[config.mk]
export PLATFORM = sky130hd
export DESIGN_NAME = btn_pulse_gen
export DESIGN_NICKNAME = d
export VERILOG_FILES = /design/src/rtl/btn_pulse_gen.sv
export SDC_FILE = /design/constraint.sdc
export NUM_CORES = 1
export LEC_CHECK = 0
export ABC_CLOCK_PERIOD_IN_PS = 2500
export BUFFER_PORTS_ARGS = -buffer_cell sky130_fd_sc_hd__buf_2
export CAP_MARGIN = 20
export CORE_MARGIN = 4
export CORE_UTILIZATION = 40
export DETAILED_ROUTE_END_ITERATION = 12
export GPL_ROUTABILITY_DRIVEN = 1
export PLACE_DENSITY = 0.67
export SLEW_MARGIN = 20
export SYNTH_ARGS = -nofsm -noshare
export SYNTH_HDL_FRONTEND = slang
export SYNTH_SLANG_ARGS = --single-unit
[constraint.sdc]
create_clock -name clk -period 2.5 [get_ports clk]
set_clock_uncertainty 0.05 [all_clocks]
set_input_delay 0 -clock clk [delete_from_list [all_inputs] [get_ports clk]]
set_output_delay 0 -clock clk [all_outputs]
set_load 0.01 [all_outputs]
[src/rtl/btn_pulse_gen.sv]
// Button front end: five independent channels, each a 2-flop synchroniser,
// a debounce counter and a registered rising-edge press pulse. Debounced
// levels are exported as btn_level = {mode, paris, ny, uk, korea}.

module btn_pulse_ch #(
  parameter int DEBOUNCE_CYCLES = 1000000,
  parameter int CNT_W           = 24
) (
  input  logic clk,
  input  logic rst_n,
  input  logic btn,
  output logic level,
  output logic pulse
);
  localparam logic [CNT_W-1:0] CNT_MAX = CNT_W'(DEBOUNCE_CYCLES - 1);

  logic             s1, s2;
  logic [CNT_W-1:0] cnt;

  // Synchronise, then accept a new level only after CNT_MAX+1 consecutive
  // disagreeing samples; any agreeing sample restarts qualification.
  always_ff @(posedge clk or negedge rst_n) begin
    if (!rst_n) begin
      s1    <= 1'b0;
      s2    <= 1'b0;
      cnt   <= '0;
      level <= 1'b0;
      pulse <= 1'b0;
    end else begin
      s1    <= btn;
      s2    <= s1;
      pulse <= 1'b0;
      if (s2 == level) begin
        cnt <= '0;
      end else if (cnt == CNT_MAX) begin
        cnt   <= '0;
        level <= s2;
        pulse <= s2;               // press only; release gives no pulse
      end else begin
        cnt <= cnt + 1'b1;
      end
    end
  end
endmodule

module btn_pulse_gen #(
  parameter int DEBOUNCE_CYCLES = 1000000,
  parameter int CNT_W           = 24
) (
  input  logic       clk,
  input  logic       rst_n,
  input  logic       btn_mode,
  input  logic       btn_paris,
  input  logic       btn_ny,
  input  logic       btn_uk,
  input  logic       btn_korea,
  output logic       mode_toggle_p,
  output logic       paris_p,
  output logic       ny_p,
  output logic       uk_p,
  output logic       korea_p,
  output logic [4:0] btn_level
);
  localparam int NUM_BTN = 5;

  logic [NUM_BTN-1:0] raw;
  logic [NUM_BTN-1:0] pulse;

  assign raw = {btn_mode, btn_paris, btn_ny, btn_uk, btn_korea};

  for (genvar i = 0; i < NUM_BTN; i++) begin : g_ch
    btn_pulse_ch #(
      .DEBOUNCE_CYCLES(DEBOUNCE_CYCLES),
      .CNT_W          (CNT_W)
    ) u_ch (
      .clk  (clk),
      .rst_n(rst_n),
      .btn  (raw[i]),
      .level(btn_level[i]),
      .pulse(pulse[i])
    );
  end

  assign mode_toggle_p = pulse[4];
  assign paris_p       = pulse[3];
  assign ny_p          = pulse[2];
  assign uk_p          = pulse[1];
  assign korea_p       = pulse[0];
endmodule

==> run_results.csv <==
group,metric,value,unit
floorplan,start_util,41.0,%
yosys,yosysSeqAreaShare,51.3,%
cts,clk_latency,430,ps
floorplan,num_rows,47,
floorplan,fp.dieH,139,um
worst_setup_path,crit_arrival,2470,ps
cts,clkTransAtPathRegs,70,ps
sta,fin_crit_sh,86.4,%
worst_setup_path,critPathLaunchType,"register",
pwr,power_density,633,mW/mm^2
pwr,ir_drop,0.000489,V
drt,drc,0,
yosys,synth_compound_gate_area_share,8.01,%
yosys,synthMuxAreaShare,0.972,%
yosys,ys.flop_type,"dfrtp_1",
yosys,synth_warnings,0,
global_routing,grt_pass1_vias,4977,
yosys,synth_edf_count,0,
yosys,synth_top_family_by_area,"simple AND/OR/NAND/NOR gates",
yosys,syn_nets,709,
sta,period_minus_slack,2160,ps
cts,htreeDepth,4,
yosys,synthesis.area,0.00682,sq mm
cts,cts.sinks,140,
hold_path,hold_class,"input port to asynchronous set/reset pin",
cts,clockBufferDepth,2,
drt,ant_nets,0,
cts,cts_made_buffers,17,
drt,dr.pass1.iters,4,
drt,detail_route.vias_per_cell,5.49,
yosys,synthCells,697,
sta,fmax,463,MHz
pwr,p_leak,3.11,nW
yosys,synthAdderAreaFrac,0.917,%
worst_setup_path,r2r_slack,340,ps
run_status,status,"completed",
floorplan,core-area,0.0166,sq mm
drt,drtIter0Drc,418,
worst_setup_path,crit_required,2810,ps
placed_design,portBuffers,16,
worst_setup_path,path_class,"register to register",
global_routing,grtUsageTotal,14.1,%
yosys,async_flop_share,100,%
run,max_cap_viol_count,0,
placed_design,dp_worst_setup_slack,351,ps
placed_design,dp_hpwl,8410,um
yosys,ys_types,38,
drt,via_count,5181,
sta,slew_violations,0,
cts,cts_setup_buffers,0,
global_routing,grt_antenna_before_repair,0,
sta,worst_slack,341,ps
cells_and_area,drive_above_1_share,10.2,%
global_routing,grt_max_degree,63,
floorplan,dieArea,0.0192,sq mm
placed_design,place.gp.congestion,0.824,
cells_and_area,areaGrowthSynthToFinish,13.4,%
sta,hold_violations,0,
sta,rsz0062_at_grt,"false",
worst_setup_path,path_max_fanout,5,
drt,routed_wl,12800,um
worst_setup_path,endpoint_kind,"register",
yosys,ys_ff_latch,140,
floorplan,die_w,139,um
cells_and_area,diodes,0,
floorplan,pin_count,17,
pwr,power,0.00490,W
sta,setup_viol_count_final,0,
cells_and_area,nFillCells,1544,
yosys,synthXorXnorAreaFrac,8.86,%
global_routing,overflow,0,
cells_and_area,nets,723,
cts,tritoncts,"done",
sta,tns,0,ps
yosys,synthSimpleGateAreaFrac,26.3,%
sta,worstMarginPinSlew,581,ps
sta,timing.slew.headroom,60.9,%
drt,avgRoutedWirePerCell,13.5,um
cts,cts-root-buf,"clkbuf_16",
yosys,syn_area_per_cell,9.79,sq um
global_routing,grt_pass1_wl,22900,um
-- synth_stat cells (2+ instances only) --
cell | instances | area share [%]
a21oi_1 | 45 | 3.3
nand4_2 | 2 | 0.37
nand3_1 | 38 | 2.8
nor4_1 | 21 | 1.9
clkbuf_1 | 26 | 1.4
nand2b_1 | 3 | 0.28
nand4_1 | 40 | 3.7
nor4b_1 | 8 | 1.0
or3_1 | 20 | 1.8
dfrtp_1 | 140 | 51
nand2_1 | 34 | 1.9
or4_1 | 26 | 2.9
nor2_1 | 84 | 4.6
and3b_1 | 2 | 0.26
buf_4 | 5 | 0.55
xor2_1 | 38 | 4.9
o21ai_0 | 26 | 1.9
buf_2 | 6 | 0.44
ha_1 | 5 | 0.92
and3_1 | 9 | 0.83
and2_1 | 6 | 0.55
inv_1 | 17 | 0.94
and4_1 | 13 | 1.7
o31ai_1 | 22 | 2.4
mux2_2 | 5 | 0.83
nand4b_1 | 3 | 0.39
xnor2_1 | 31 | 4.0
nor3_1 | 12 | 0.88
-- per-layer routing --
metal | vias to the layer above | routed length [um] | global-route usage (%)
met5 | - | 0 | 0
met4 | 0 | 257 | 5.72
met3 | 20 | 382 | 3.52
met2 | 58 | 5940 | 21.7
met1 | 2548 | 6200 | 19.2
li1 | 2555 | - | -
-- worst max-delay path, stage by stage (launching register included) --
cell	delay, ps
dfrtp_1	430
ha_1	250
nand4_1	200
or4_1	600
or4_1	420
a21oi_1	140
-- final cells by class --
type | count | area, sq um | area share (%)
tap | 220 | 275 | 3.56
clock buffer | 18 | 429 | 5.55
inverter | 17 | 63.8 | 0.825
clock inverter | 14 | 141 | 1.83
multi-input combinational | 501 | 3090 | 39.9
timing repair buffer | 34 | 236 | 3.06
sequential | 140 | 3500 | 45.3
-- logic make-up (layout without fill, tap and decap cells) --
logic type	Yosys count	count (layout)
AOI/OAI and AO/OA	96	96
and+or+nand+nor	325	325
buffers and inverters	56	83
muxes	6	6
adders and majority gates	5	5
DFF	140	140
xor gates and xnor gates	69	69
-- power by group --
part | internal (W) | switching [W]
combinational | 0.0000448 | 0.000102
sequential | 0.00229 | 0.0000251
clock | 0.00133 | 0.00110
-- state kept, by name, summed over array words and instances (netlist names) --
name / cells
g_ch.u_ch.s2: 5
g_ch.u_ch.pulse: 5
g_ch.u_ch.s1: 5
g_ch.u_ch.level: 5
g_ch.u_ch.cnt: 120
-- path summary, 6_finish.rpt --
path / from / end / depth (start not counted)
setup / recovery: g_ch[3].u_ch.cnt[0] / g_ch[3].u_ch.cnt[22] / 5
hold / removal: rst_n / g_ch[1].u_ch.cnt[10] / 2
setup reg to reg: g_ch[3].u_ch.cnt[0] / g_ch[3].u_ch.cnt[22] / 5
hold reg to reg: g_ch[0].u_ch.s1 / g_ch[0].u_ch.s2 / 0
max in group asynchronous: rst_n / g_ch[2].u_ch.cnt[19] / 3
min in group clk: btn_paris / g_ch[3].u_ch.s1 / 2
-- stage by stage --
| step | instances | area (sq um) | hold WS [ps] | utilization (%) |
|---|---|---|---|---|
| finish | 944 | 7740 | 66.3 | 46.5 |
| global route | 944 | 7740 | 118 | 46.5 |
| CTS | 944 | 7740 | 89.6 | 46.5 |
| detailed placement | 906 | 7110 | -29.2 | 42.7 |
| global placement | 906 | 7110 | -27.9 | 42.7 |
| floorplan | 697 | 6820 | -346 | - |
-- timing repair --
action | in CTS | in global routing
resized for setup | 0 | 0
endpoints found under the hold margin | 64 | 0
hold buffers | 6 | 0
-- layout by cell type (no fill, tap or decap), types with 2 or more instances in the layout --
cell type and instances:
ha_1 5, xor2_1 38, nand3_1 38, a21oi_1 45, nor4_1 21, or4_1 26, nand2b_1 3, o31ai_2 4
and3b_1 2, inv_1 17, clkbuf_16 17, o31ai_1 19, and3_1 9, mux2_2 5, or3_1 20, inv_8 5
dfrtp_1 140, inv_6 6, nor4b_1 8, buf_4 12, nand4b_1 3, nand2_1 34, nor3_1 12, and4_1 13
buf_2 15, dlygate4sd3_1 6, and2_1 6, nor2_1 84, nand4_1 40, nand4_2 2, o21ai_0 26, xnor2_1 31
Power figures use the tool's default switching activity.
